## src/rtl/inst_fetch_queue_pkg.sv

```systemverilog
// Shared widths, FSM state encoding and address helper for the instruction fetch queue.
package inst_fetch_queue_pkg;

    localparam int ADDR_LEN  = 32;
    localparam int INSTR_LEN = 32;
    localparam int ENTRY_W   = INSTR_LEN + ADDR_LEN;

    typedef enum logic [1:0] {
        S_IDLE    = 2'd0,
        S_WAIT    = 2'd1,
        S_DISCARD = 2'd2
    } fetch_state_e;

    function automatic logic [ADDR_LEN-1:0] align_word(input logic [ADDR_LEN-1:0] a);
        return a & ~ADDR_LEN'(3);
    endfunction

endpackage

```

## src/rtl/inst_fetch_queue_if.sv

```systemverilog
// Instruction-memory request/response and decode-side handshake bundle.
interface inst_fetch_queue_if;
    import inst_fetch_queue_pkg::*;

    logic                 imem_req;
    logic [ADDR_LEN-1:0]  imem_addr;
    logic                 imem_ready;
    logic                 imem_rvalid;
    logic [INSTR_LEN-1:0] imem_rdata;
    logic                 out_valid;
    logic [INSTR_LEN-1:0] out_inst;
    logic [ADDR_LEN-1:0]  out_pc_plus_4;
    logic                 out_ready;
    logic                 redirect;
    logic [ADDR_LEN-1:0]  redirect_pc;

    modport master (
        output imem_req, imem_addr, out_valid, out_inst, out_pc_plus_4,
        input  imem_ready, imem_rvalid, imem_rdata, out_ready, redirect, redirect_pc
    );

    modport slave (
        input  imem_req, imem_addr, out_valid, out_inst, out_pc_plus_4,
        output imem_ready, imem_rvalid, imem_rdata, out_ready, redirect, redirect_pc
    );

endinterface

```

## src/rtl/inst_fetch_queue_sync_fifo.sv

```systemverilog
// Power-of-two synchronous FIFO with flush; head reads as zero when empty.
module sync_fifo #(
    parameter int WIDTH = 64,
    parameter int DEPTH = 4
) (
    input  logic                     clk,
    input  logic                     rst,
    input  logic                     push,
    input  logic                     pop,
    input  logic                     clear,
    input  logic [WIDTH-1:0]         din,
    output logic [WIDTH-1:0]         dout,
    output logic                     full,
    output logic                     empty,
    output logic [$clog2(DEPTH):0]   count
);
    localparam int PW = $clog2(DEPTH);

    logic [WIDTH-1:0] mem_q [DEPTH];
    logic [PW-1:0]    wr_ptr_q, rd_ptr_q;
    logic [PW:0]      count_q;
    logic             do_push, do_pop;

    assign full    = (count_q == (PW+1)'(DEPTH));
    assign empty   = (count_q == '0);
    assign count   = count_q;
    assign do_push = push && !full && !clear;
    assign do_pop  = pop && !empty && !clear;
    assign dout    = empty ? '0 : mem_q[rd_ptr_q];

    always_ff @(posedge clk or posedge rst) begin
        if (rst) begin
            wr_ptr_q <= '0;
            rd_ptr_q <= '0;
            count_q  <= '0;
        end else if (clear) begin
            wr_ptr_q <= '0;
            rd_ptr_q <= '0;
            count_q  <= '0;
        end else begin
            if (do_push) wr_ptr_q <= wr_ptr_q + PW'(1);
            if (do_pop)  rd_ptr_q <= rd_ptr_q + PW'(1);
            case ({do_push, do_pop})
                2'b10:   count_q <= count_q + (PW+1)'(1);
                2'b01:   count_q <= count_q - (PW+1)'(1);
                default: count_q <= count_q;
            endcase
        end
    end

    // Storage needs no reset: the empty flag masks stale contents.
    always_ff @(posedge clk) begin
        if (do_push) mem_q[wr_ptr_q] <= din;
    end

endmodule

```

## src/rtl/inst_fetch_queue.sv

```systemverilog
// Fetch engine: single-outstanding imem requester feeding a small queue toward IF/ID,
// with redirect flush and stale-response discard.
module inst_fetch_queue
    import inst_fetch_queue_pkg::*;
#(
    parameter int                  DEPTH    = 4,
    parameter logic [ADDR_LEN-1:0] RESET_PC = 32'h0000_0000
) (
    input  logic                clk,
    input  logic                rst,
    inst_fetch_queue_if.master  bus
);
    localparam int CW = $clog2(DEPTH) + 1;

    fetch_state_e        state_q, state_d;
    logic [ADDR_LEN-1:0] fetch_pc_q, fetch_pc_d;
    logic [ADDR_LEN-1:0] issued_pc_q, issued_pc_d;
    logic                hs, push, pop, full, empty;
    logic [CW-1:0]       count;
    logic [ENTRY_W-1:0]  head;

    // Gating with rst keeps the request low while reset is held.
    assign bus.imem_req  = !rst && (state_q == S_IDLE) && !full && !bus.redirect;
    assign bus.imem_addr = fetch_pc_q;
    assign hs            = bus.imem_req && bus.imem_ready;

    assign push = (state_q == S_WAIT) && bus.imem_rvalid && !bus.redirect;
    assign pop  = !empty && bus.out_ready && !bus.redirect;

    assign bus.out_valid                       = (count != '0);
    assign {bus.out_inst, bus.out_pc_plus_4}   = head;

    always_comb begin
        state_d     = state_q;
        fetch_pc_d  = fetch_pc_q;
        issued_pc_d = issued_pc_q;
        if (hs) begin
            fetch_pc_d  = fetch_pc_q + ADDR_LEN'(4);
            issued_pc_d = fetch_pc_q;
        end
        case (state_q)
            S_IDLE:    if (hs) state_d = S_WAIT;
            S_WAIT: begin
                if (bus.imem_rvalid)   state_d = S_IDLE;
                else if (bus.redirect) state_d = S_DISCARD;
            end
            S_DISCARD: if (bus.imem_rvalid) state_d = S_IDLE;
            default:   state_d = S_IDLE;
        endcase
        if (bus.redirect) fetch_pc_d = align_word(bus.redirect_pc);
    end

    always_ff @(posedge clk or posedge rst) begin
        if (rst) begin
            state_q     <= S_IDLE;
            fetch_pc_q  <= RESET_PC;
            issued_pc_q <= '0;
        end else begin
            state_q     <= state_d;
            fetch_pc_q  <= fetch_pc_d;
            issued_pc_q <= issued_pc_d;
        end
    end

    sync_fifo #(
        .WIDTH (ENTRY_W),
        .DEPTH (DEPTH)
    ) u_fifo (
        .clk   (clk),
        .rst   (rst),
        .push  (push),
        .pop   (pop),
        .clear (bus.redirect),
        .din   ({bus.imem_rdata, issued_pc_q + ADDR_LEN'(4)}),
        .dout  (head),
        .full  (full),
        .empty (empty),
        .count (count)
    );

endmodule

```

## src/flat_wrapper.sv

```systemverilog
// flat-port wrapper written by rule: the top's interface ports become plain ports
module inst_fetch_queue_flat import inst_fetch_queue_pkg::*;
#(
    parameter int                  DEPTH    = 4,
    parameter logic [ADDR_LEN-1:0] RESET_PC = 32'h0000_0000
)
  (clk, rst, bus_imem_req, bus_imem_addr, bus_out_valid, bus_out_inst, bus_out_pc_plus_4, bus_imem_ready, bus_imem_rvalid, bus_imem_rdata, bus_out_ready, bus_redirect, bus_redirect_pc);
  inst_fetch_queue_if bus_i ();
  input  logic clk;
  input  logic rst;
  output wire logic [$bits(bus_i.imem_req)-1:0] bus_imem_req;
  output wire logic [$bits(bus_i.imem_addr)-1:0] bus_imem_addr;
  output wire logic [$bits(bus_i.out_valid)-1:0] bus_out_valid;
  output wire logic [$bits(bus_i.out_inst)-1:0] bus_out_inst;
  output wire logic [$bits(bus_i.out_pc_plus_4)-1:0] bus_out_pc_plus_4;
  input wire logic [$bits(bus_i.imem_ready)-1:0] bus_imem_ready;
  input wire logic [$bits(bus_i.imem_rvalid)-1:0] bus_imem_rvalid;
  input wire logic [$bits(bus_i.imem_rdata)-1:0] bus_imem_rdata;
  input wire logic [$bits(bus_i.out_ready)-1:0] bus_out_ready;
  input wire logic [$bits(bus_i.redirect)-1:0] bus_redirect;
  input wire logic [$bits(bus_i.redirect_pc)-1:0] bus_redirect_pc;
  assign bus_imem_req = bus_i.imem_req;
  assign bus_imem_addr = bus_i.imem_addr;
  assign bus_out_valid = bus_i.out_valid;
  assign bus_out_inst = bus_i.out_inst;
  assign bus_out_pc_plus_4 = bus_i.out_pc_plus_4;
  assign bus_i.imem_ready = bus_imem_ready;
  assign bus_i.imem_rvalid = bus_imem_rvalid;
  assign bus_i.imem_rdata = bus_imem_rdata;
  assign bus_i.out_ready = bus_out_ready;
  assign bus_i.redirect = bus_redirect;
  assign bus_i.redirect_pc = bus_redirect_pc;
  inst_fetch_queue #(.DEPTH(DEPTH), .RESET_PC(RESET_PC)) u_core (.clk(clk), .rst(rst), .bus(bus_i));
endmodule
```

## config.mk

```make
export PLATFORM = sky130hd
export DESIGN_NAME = inst_fetch_queue_flat
export DESIGN_NICKNAME = d
export VERILOG_FILES = /design/src/rtl/inst_fetch_queue_pkg.sv /design/src/rtl/inst_fetch_queue_if.sv /design/src/rtl/inst_fetch_queue_sync_fifo.sv /design/src/rtl/inst_fetch_queue.sv /design/src/flat_wrapper.sv
export SDC_FILE = /design/constraint.sdc
export NUM_CORES = 1
export LEC_CHECK = 0
export BUFFER_PORTS_ARGS = -buffer_cell sky130_fd_sc_hd__buf_2
export CAP_MARGIN = 10
export CORE_MARGIN = 3
export CORE_UTILIZATION = 58
export DETAILED_ROUTE_END_ITERATION = 12
export MAX_ROUTING_LAYER = met4
export PLACE_DENSITY = 0.89
export RECOVER_POWER = 25
export SLEW_MARGIN = 0
export SYNTH_ARGS = -nofsm -noshare
export SYNTH_HDL_FRONTEND = slang
export SYNTH_SLANG_ARGS = --single-unit
```

## constraint.sdc

```tcl
create_clock -name clk -period 3.53 [get_ports clk]
set_clock_uncertainty 0.1 [all_clocks]
set_input_delay 0.5295 -clock clk [delete_from_list [all_inputs] [get_ports clk]]
set_output_delay 0.5295 -clock clk [all_outputs]
set_load 0.01 [all_outputs]
```

# After elaboration in Yosys (flattened, before gate mapping)
# Memories as Yosys holds them, arrays and structs flattened.
# Cells that the tools add are included.
# Widths: inputs -> output; s select.
# op_classes
addsub,6
eq_ne,8
muxes,16
reduce_logical,24
# op_table
cell,n
$add 32x3->32 const B,2
$mux 32,2
$mux 64,1
$mux 2,8
$logic_and 1x1->1,12
$pmux 2 s3,1
$pmux 3 s2,1
$reduce_bool 2->1,3
$reduce_bool 3->1,2
$add 2x1->2 const B,2
$eq 2x1->1 const B,2
$eq 2x2->1 const B,2
$logic_not 1->1,4
$add 3x1->3 const B,1
$eq 3x3->1 const B,1
$logic_not 3->1,1
$mux 3,1
$ne 3x3->1 const B,1
$reduce_and 3->1,1
$sub 3x1->3 const B,1
$logic_not 2->1,1
$mux 1,2
$ne 2x1->1 const B,1
$ne 2x2->1 const B,1
# totals
regBits,73
mem_bits_rw,256
in_bits,70
output_inout_bits,98
elab_cells,61
memories,1
# memory_table
name,words,width,read_ports,rd_ports_with_merged_regs,wr,line,source
u_core.u_fifo.mem_q,4,64,1,0,1,inst_fetch_queue_sync_fifo.sv:19,logic [WIDTH-1:0] mem_q [DEPTH];

# Depth between registers and ports, before layout
# Gate-level depths: netlist (run 1).
# logic_depth
depth_word,9
ltp_mapped,8
mapped_depth_nobuf,7

# By module
# Synthesis (run 1) repeated with hierarchy kept, for this count alone.
# hier_totals
cells_unflattened,904
hier_area_um2,13787.0
# by_module_without_submodules
mod,n_inst,cells_per_inst,area_each_um2,seq_area_each_um2
sync_fifo,1,470,10219.8,7862.5
inst_fetch_queue,1,434,3567.2,1551.5

# Worst setup path before layout (run 1)
# OpenSTA, ideal clock, no wires.
# synth_timing
path_kind,input-to-reg
start,in bus_redirect
end,mem u_core.u_fifo.mem_q[2][10] (enable)
arrival_time_ns,2.985
setup_slack_ns,0.019
path_stages,4
n_path_buf,2
cell_sequence,clkbuf_1 -> nor4_1 -> clkbuf_1 -> and2_1
# synth_between
elab_chain_len,6
# synth_rtl
element,line,source
from (decl),flat_wrapper.sv:20,input wire logic [$bits(bus_i.redirect)-1:0] bus_redirect;
$logic_not 1->1 (*),"inst_fetch_queue_sync_fifo.sv:27, inst_fetch_queue.sv:27",
$logic_and 1x1->1,inst_fetch_queue.sv:27,assign push = (state_q == S_WAIT) && bus.imem_rvalid && !bus.redirect;
$logic_and 1x1->1,inst_fetch_queue_sync_fifo.sv:27,assign do_push = push && !full && !clear;
$logic_and 1x1->1 (*),inst_fetch_queue_sync_fifo.sv:27,
$mux 1 (*),inst_fetch_queue_sync_fifo.sv:53,if (do_push) mem_q[wr_ptr_q] <= din;
$mux 1 (not written as such) (*),inst_fetch_queue_sync_fifo.sv:53,
to (decl),inst_fetch_queue_sync_fifo.sv:19,
# Mark *: on every way between the ends. The rest lies on a longest branch, timed or not.

# Final worst setup path (run 1)
# layout_timing
start,reg u_core.u_fifo.rd_ptr_q[0]
end,out bus_out_pc_plus_4[22]
# layout_between
elab_chain_len,2
# layout_rtl
element,line,source
from (decl),inst_fetch_queue_sync_fifo.sv:20,"logic [PW-1:0] wr_ptr_q, rd_ptr_q;"
from (signal assigned),inst_fetch_queue_sync_fifo.sv:42,if (do_pop) rd_ptr_q <= rd_ptr_q + PW'(1);
$mem_v2 4x64,n/a,
$mux 64,inst_fetch_queue_sync_fifo.sv:29,assign dout = empty ? '0 : mem_q[rd_ptr_q];
to (decl),flat_wrapper.sv:15,output wire logic [$bits(bus_i.out_pc_plus_4)-1:0] bus_out_pc_plus_4;
# Every way passes these cells.

==> summary.md, run 1 <==
| Metric | Value |
|---|---|
| EDFF count, synth | `248` |
| Final setup TNS | `0 ns` |
| Sequential share of the synthesized area | `69.0%` |
| Fmax | `328 MHz` |
| Violated checks | `capacitance limit, slew limit` |
| Fin cells | `1,327` |
| Synth cell types | `50` |
| Clock sink count | `317` |
| Critical Path RT | `2.90 ns` |
| # DRC | `0` |
| Row cnt | `54` |
| Internal power | `6.89 mW` |
| Synth Flop Type | `edfxtp_1` |
| Hold-fix buffers, CTS | `0` |
| Hold Crit Class | `in -> reg` |
| Final Hold Vio Count | `0` |
| Initial antenna violation count | `0` |
| Worst path depth | `4` |
| Die area | `24,800 µm²` |
| CTS tree | `yes` |
| Port buffer count | `161` |
| Worst Setup Start Kind | `register` |
| Worst vdd ir | `326 µV` |
| CP max stage cell | `dfrtp_4` |
| Fin crit period | `3.05 ns` |
| Final Routed Wirelength | `26,700 µm` |
| CTS resizes | `0` |
| Critical path class | `reg -> out` |
| Area of the mapped netlist | `13,300 µm²` |
| R2r worst-path depth | `8` |
| Crit-path max FO | `25` |
| Largest net degree at the start of global routing | `66` |
| CTS max path bufs | `3` |
| Fin crit share | `86.4%` |
| Fillers | `1,461` |
| Drt first-iter violations | `618` |
| CTS Buf Count | `30` |
| Synthesis Warnings | `0` |
| GRT Util Overall | `22.6%` |
| First-pass GRT wire length | `42,400 µm` |
| Ant diodes | `0` |
| Worst setup EP type | `primary output` |
| Total Nets Final | `1,100` |
| P per Cell Area | `607 nW/µm²` |
| Layout Area Growth over Synthesis | `16.0%` |
| DR vias/cell | `5.82` |
| Arrival @ worst endpoint | `2.42 ns` |
| LEAKAGE | `5.68 nW` |
| Logic pwr share | `18.3%` |
| Vias | `7,725` |
| Worst-Margin Slew | `1.56 ns` |
| Die width | `157 µm` |
| Max-slew violation count | `43` |
| Core Box Area | `22,200 µm²` |
| Final setup fails | `0` |
| Status | `complete, but fails checks` |
| Htree depth | `1` |
| Die Span Y | `157 µm` |
| Starting Density | `60.0%` |
| Routability-driven placement congestion ratio | `0.863` |
| Crit path buf inv count | `2` |
| Syn Inst Count | `848` |
| P_sw | `2.46 mW` |
| Crit-path cells | `buf_12 -> mux4_2 -> and2_1 -> buf_2` |
| WL/cell | `20.1 µm` |
| Post-DP HPWL | `16,700 µm` |
| Post-CTS Setup Inserts | `0` |
| RSZ-0062 raised after global routing | `no` |
| Skew-Pair Late Insertion Delay | `0.54 ns` |
| Reg area | `9180 µm²` |
| Yosys reg bits | `317` |
| ANT nets after route | `0` |
| Relative max-transition margin | `-4.17%` |
| Clock slew at reported path FFs | `0.06 ns` |
| Syn_area_per_cell | `15.7 µm²` |
| Commonest non-fill, non-tap cell in the layout | `edfxtp_1` |
| Max stage delay on crit path | `0.67 ns` |
| Remaining global-route overflow | `0` |
| Multi-input logic area | `3900 µm²` |
| Register share of total power | `48.9%` |
| Ys async rst share | `21.8%` |
| Vias in the first global route | `8,041` |
| DP Cell Count | `1,271` |
| Switch share | `26.3%` |
| Hold depth | `2` |
| Layout cells sized above 1 | `26.4%` |
| CTS root buffer | `clkbuf_16` |
| Max Cap Viol | `1` |
| Count of TritonRoute iterations in the first routing pass | `4` |
| Most frequent cells in the layout | `edfxtp_1 (248), nand2_1 (130), buf_2 (128)` |
| Clock power frac | `32.8%` |
| I/O pin cnt | `168` |
| Core Util, Final | `69.6%` |
| Delay-heaviest family, CP | `flip-flops` |
[path summary, 6_finish.rpt]
check	slack (ns)	endpoint	startpoint
setup / recovery	0.48	bus_out_pc_plus_4[22]	u_core.u_fifo.rd_ptr_q[0]
hold / removal	0.09	u_core.state_q[1]	bus_imem_rvalid
setup reg to reg	0.78	u_core.u_fifo.count[2]	u_core.u_fifo.count[0]
hold reg to reg	0.43	u_core.issued_pc_q[19]	u_core.issued_pc_q[19]
max in group asynchronous	1.68	u_core.bus.imem_addr[17]	rst
min in group asynchronous	0.40	u_core.bus.imem_addr[9]	rst
[sequential cells by signal (all words and copies together), names as in the netlist]
name,flops
u_core.u_fifo.wr_ptr_q,2
u_core.u_fifo.mem_q,248
u_core.issued_pc_q,30
u_core.u_fifo.count,3
u_core.u_fifo.rd_ptr_q,2
u_core.bus.imem_addr,30
u_core.state_q,2
[worst register-to-register path: stages, from the launching register on]
cell     delay, ns
dfrtp_1       0.44
or3_2         0.48
buf_4         0.31
nand2_1       0.28
nor3_1        0.10
fa_1          0.40
nor3_1        0.25
o21ai_0       0.12
nor3b_1       0.15
[through the flow]
stage                     cell area (µm²)  power (mW)  hold slack, ns  setup slack, ns
after floorplan                     13300        5.71           0.367           0.0186
after global placement              14500        6.30           0.385            0.888
after detailed placement            14500        6.37           0.390            0.790
after CTS                           15500        9.45          0.0533            0.415
after global routing                15400        9.78          0.0671            0.350
final                               15400        9.36          0.0938            0.482
[final cells by class]
cell class / count / share of cell area, %
multi-input cells: 481 / 25.3
inverters: 10 / 0.276
clock inverters: 13 / 0.722
well taps: 280 / 2.27
clock buffers: 43 / 5.45
flip-flops and latches: 317 / 59.5
repair buffers: 183 / 6.41
[per-layer routing]
metal	global-route usage [%]	part of all wire [%]
met1	29.5	41
met2	37.9	51
met3	3.55	6.4
met5	-	0
met4	5.50	1.8
[synth_stat cells (2+ instances only)]
cell type  count  area share (%)
edfxtp_1     248              56
clkbuf_1      29            0.82
mux4_2        62              11
a21oi_1        4            0.15
and4_1         7            0.46
or2_2          2           0.094
nor2_1        16            0.45
ha_1           6            0.57
o211ai_1       5            0.28
nor4_1         5            0.24
or3_1          2           0.094
or3_4          2            0.17
or4_1          3            0.17
xor2_1        24             1.6
mux2i_1        2            0.15
and3_1         6            0.28
nand3_1       24            0.90
nand2_1      130             3.7
inv_1          9            0.25
nor4_4         2            0.32
buf_4          5            0.28
nor3_1         8            0.30
nand4_1       20            0.94
o31ai_1        2            0.11
dfrtp_1       69              13
buf_2          8            0.30
xnor2_1       24             1.6
nor3b_1        3            0.17
o21ai_0       26            0.98
a32oi_1        2            0.13
o311ai_0       7            0.46
and2_1        68             3.2
[power groups by stage]
| stage | registers (mW) | clock network [mW] | logic (mW) |
|---|---|---|---|
| 6_report | 4.58 | 3.07 | 1.72 |
| 5_1_grt | 4.61 | 3.28 | 1.89 |
| 4_1_cts | 4.57 | 3.13 | 1.75 |
| 3_5_place_dp | 4.65 | 0 | 1.73 |
| 3_3_place_gp | 4.63 | 0 | 1.67 |
| 2_1_floorplan | 4.56 | 0 | 1.15 |
[cell families (layout without fill, tap and decap cells)]
kind of cell / count (synthesis) / in the layout / share of synthesized area [%]
AO/OA/AOI/OAI: 50 / 50 / 2.37
XOR/XNOR: 48 / 48 / 3.16
adder cells (fa/ha/maj): 7 / 7 / 0.716
buffers and inverters: 53 / 249 / 1.75
flip-flops: 317 / 317 / 69.0
multiplexers: 65 / 65 / 10.7
other: 1 / 4 / 0.0282
AND/OR/NAND/NOR: 307 / 307 / 12.2
No activity file was read; power rests on OpenSTA's default activity.
==> run 2: changes to the inputs <==
--- a/config.mk
+++ b/config.mk
@@ -16,4 +16,5 @@
 export SLEW_MARGIN = 0
 export SYNTH_ARGS = -nofsm -noshare
 export SYNTH_HDL_FRONTEND = slang
+export SYNTH_HIERARCHICAL = 1
 export SYNTH_SLANG_ARGS = --single-unit
==> run 2 against run 1 <==
Effect of this change:
- the run now ends clean
- die area rose by 3.6%
- largest power group unchanged
- count of clock-buffer cells in the layout rose by 2
- global-route usage rose by 1.9 points
- flip-flop and latch count rose by 8
- clock power rose by 24%
- fmax fell by 1.9%
- first-iteration DRC count rose by 36%
- highest routed layer unchanged
- final cell count rose by 7.5%
- utilization rose by 0.98 points
==> summary.md, run 2 <==
| Metric | Value |
|---|---|
| Port buffer count | `163 (was 161)` |
| Drt first-iter violations | `843 (was 618)` |
| Final Hold Vio Count | `0 (unchanged)` |
| Final setup fails | `0 (unchanged)` |
| Final setup TNS | `0 ns (unchanged)` |
| Pwr Total | `8.81 mW (was 9.36 mW)` |
| Syn Inst Count | `904 (was 848)` |
| Yosys reg bits | `325 (was 317)` |
| Worst-Margin Slew | `0.893 ns (was 1.56 ns)` |
| Core Util, Final | `70.5% (was 69.6%)` |
| EDFF count, synth | `256 (was 248)` |
| Synth cell types | `53 (was 50)` |
| Count of TritonRoute iterations in the first routing pass | `5 (was 4)` |
| Starting Density | `60.0% (about the same)` |
| Core Box Area | `23,000 µm² (was 22,200 µm²)` |
| Post-CTS Setup Inserts | `0 (unchanged)` |
| Vias in the first global route | `8,552 (was 8,041)` |
| Crit-path max FO | `38 (was 25)` |
| Fin cells | `1,427 (was 1,327)` |
| Htree depth | `2 (was 1)` |
| DP Cell Count | `1,363 (was 1,271)` |
| Most frequent cells in the layout | `edfxtp_1 (256), nand2_1 (131), buf_2 (129) (was edfxtp_1 (248), nand2_1 (130), buf_2 (128))` |
| Hold Crit Class | `in -> reg (unchanged)` |
| Largest register FFs | `256 (was 248)` |
| Largest net degree at the start of global routing | `65 (was 66)` |
| Relative max-transition margin | `39.9% (was -4.17%)` |
| Main area contributors after synthesis | `edfxtp_1 (56%), dfrtp_1 (13%), mux4_2 (10%) (was edfxtp_1 (56%), dfrtp_1 (13%), mux4_2 (11%))` |
| CTS root buffer | `clkbuf_16 (unchanged)` |
| Fmax | `322 MHz (was 328 MHz)` |
| Synthesis Warnings | `6 (was 0)` |
| CTS max path bufs | `3 (unchanged)` |
| Final worst setup slack | `0.422 ns (was 0.482 ns)` |
| Area of the mapped netlist | `13,800 µm² (was 13,300 µm²)` |
| Layout cells sized above 1 | `25.1% (was 26.4%)` |
| CP max stage cell | `dfrtp_4 (unchanged)` |
| Row cnt | `55 (was 54)` |
| Synth area leader | `edfxtp_1 (unchanged)` |
| Worst Setup Start Kind | `register (unchanged)` |
| LEAKAGE | `5.95 nW (was 5.68 nW)` |
| Delay-heaviest family, CP | `flip-flops (unchanged)` |
| Critical Path RT | `2.90 ns (about the same)` |
| Post-DP HPWL | `18,600 µm (was 16,700 µm)` |
| Final Routed Wirelength | `30,300 µm (was 26,700 µm)` |
| Commonest non-fill, non-tap cell in the layout | `edfxtp_1 (unchanged)` |
| Initial antenna violation count | `1 (was 0)` |
| Die Span Y | `160 µm (was 157 µm)` |
| Worst setup EP type | `primary output (unchanged)` |
| I/O pin cnt | `168 (unchanged)` |
| Max stage delay on crit path | `0.67 ns (about the same)` |
| Vias | `8,568 (was 7,725)` |
| Arrival @ worst endpoint | `2.48 ns (was 2.42 ns)` |
| RSZ-0062 raised after global routing | `no (unchanged)` |
| Setup slack, reg-to-reg | `0.66 ns (was 0.78 ns)` |
| Max Cap Viol | `0 (was 1)` |
| Commonest cells post-synth | `edfxtp_1 (256), nand2_1 (131), dfrtp_1 (69) (was edfxtp_1 (248), nand2_1 (130), dfrtp_1 (69))` |
| Routability-driven placement congestion ratio | `0.878 (was 0.863)` |
| Skew-Pair Late Insertion Delay | `0.50 ns (was 0.54 ns)` |
| Die width | `160 µm (was 157 µm)` |
| Top reg by flops | `u_core/u_fifo/mem_q (was u_core.u_fifo.mem_q)` |
| First-pass GRT wire length | `48,100 µm (was 42,400 µm)` |
| Clock slew at reported path FFs | `0.06 ns (about the same)` |
| Worst vdd ir | `366 µV (was 326 µV)` |
| Remaining global-route overflow | `0 (unchanged)` |
| Critical path class | `reg -> out (unchanged)` |
| CTS Buf Count | `34 (was 30)` |
| Worst slack at placement | `0.687 ns (was 0.790 ns)` |
| Fin crit share | `88.1% (was 86.4%)` |
| DR vias/cell | `6.00 (was 5.82)` |
| ANT nets after route | `0 (unchanged)` |
| Post-synth top area share | `55.8% (was 56.1%)` |
| Synth Flop Type | `edfxtp_1 (unchanged)` |
| Placed cell areas | `15,000 µm² (was 14,500 µm²)` |
| Finished Cell Area | `16,200 µm² (was 15,400 µm²)` |
| Layout Area Growth over Synthesis | `17.6% (was 16.0%)` |
| Syn_area_per_cell | `15.3 µm² (was 15.7 µm²)` |
| Crit path buf inv count | `2 (unchanged)` |
| Ys async rst share | `21.2% (was 21.8%)` |
| P per Cell Area | `543 nW/µm² (was 607 nW/µm²)` |
| Status | `completed (was complete, but fails checks)` |
| Clock sink count | `325 (was 317)` |
| Die area | `25,700 µm² (was 24,800 µm²)` |
| Sequential share of the synthesized area | `68.3% (was 69.0%)` |
| # DRC | `0 (unchanged)` |
| WL/cell | `21.2 µm (was 20.1 µm)` |
| Max-slew violation count | `0 (was 43)` |
| Crit-path cells | `buf_12 -> mux4_2 -> nor2b_1 -> buf_2 (was buf_12 -> mux4_2 -> and2_1 -> buf_2)` |
| CTS tree | `yes (unchanged)` |
| Final hold slack | `0.122 ns (was 0.0938 ns)` |
| GRT Util Overall | `24.5% (was 22.6%)` |
| Total Nets Final | `1,164 (was 1,100)` |
| Fin crit period | `3.11 ns (was 3.05 ns)` |
| Most frequent cell after synthesis | `edfxtp_1 (unchanged)` |
[run 2: final timing paths]
check	from	endpoint	cells past startpoint
worst min register to register	u_core/issued_pc_q[27]	u_core/issued_pc_q[27]	2
worst max register to register	u_core/u_fifo/count[0]	u_core/bus.imem_addr[22]	7
worst max-delay path	u_core/u_fifo/rd_ptr_q[0]	bus_out_pc_plus_4[0]	4
worst min-delay path	bus_imem_rvalid	u_core/state_q[1]	2
max in group asynchronous	rst	u_core/issued_pc_q[29]	4
min in group asynchronous	rst	u_core/u_fifo/rd_ptr_q[0]	3
[run 2: cell type report]
cell class / instances / area (µm²)
diodes: 1 / 2.50
clock buffers: 45 / 956
clock inverters: 17 / 258
fillers: 1466 / 6770
inverters: 19 / 71.3
multi-input cells: 522 / 4100
flip-flops and latches: 325 / 9420
well taps: 313 / 392
repair buffers: 185 / 1020
[run 2: cells by family after synthesis]
logic type                 share of synthesized area (%)
xor gates and xnor gates                            2.10
DFF                                                 68.3
buffers and inverters                               2.32
muxes                                               11.0
adders and majority gates                          0.690
AOI/OAI and AO/OA                                   3.62
and+or+nand+nor                                     12.0
other                                             0.0272
[run 2: per-layer routing]
layer / track usage (%) / routed length (µm)
met1: 32.7 / 12000
met5: - / 0
met3: 4.10 / 2180
met2: 39.8 / 15500
met4: 6.55 / 656
[run 2: repair_timing]
item	CTS	global route
hold buffers	1	0
endpoints found under the hold margin	26	0
resized for setup	0	0
[run 2: where the power goes]
part           total [mW]  internal (mW)  switching [mW]
logic               0.491          0.179           0.312
clock network        3.81           2.42            1.39
registers            4.51           4.34           0.168
total                8.81           6.94            1.87
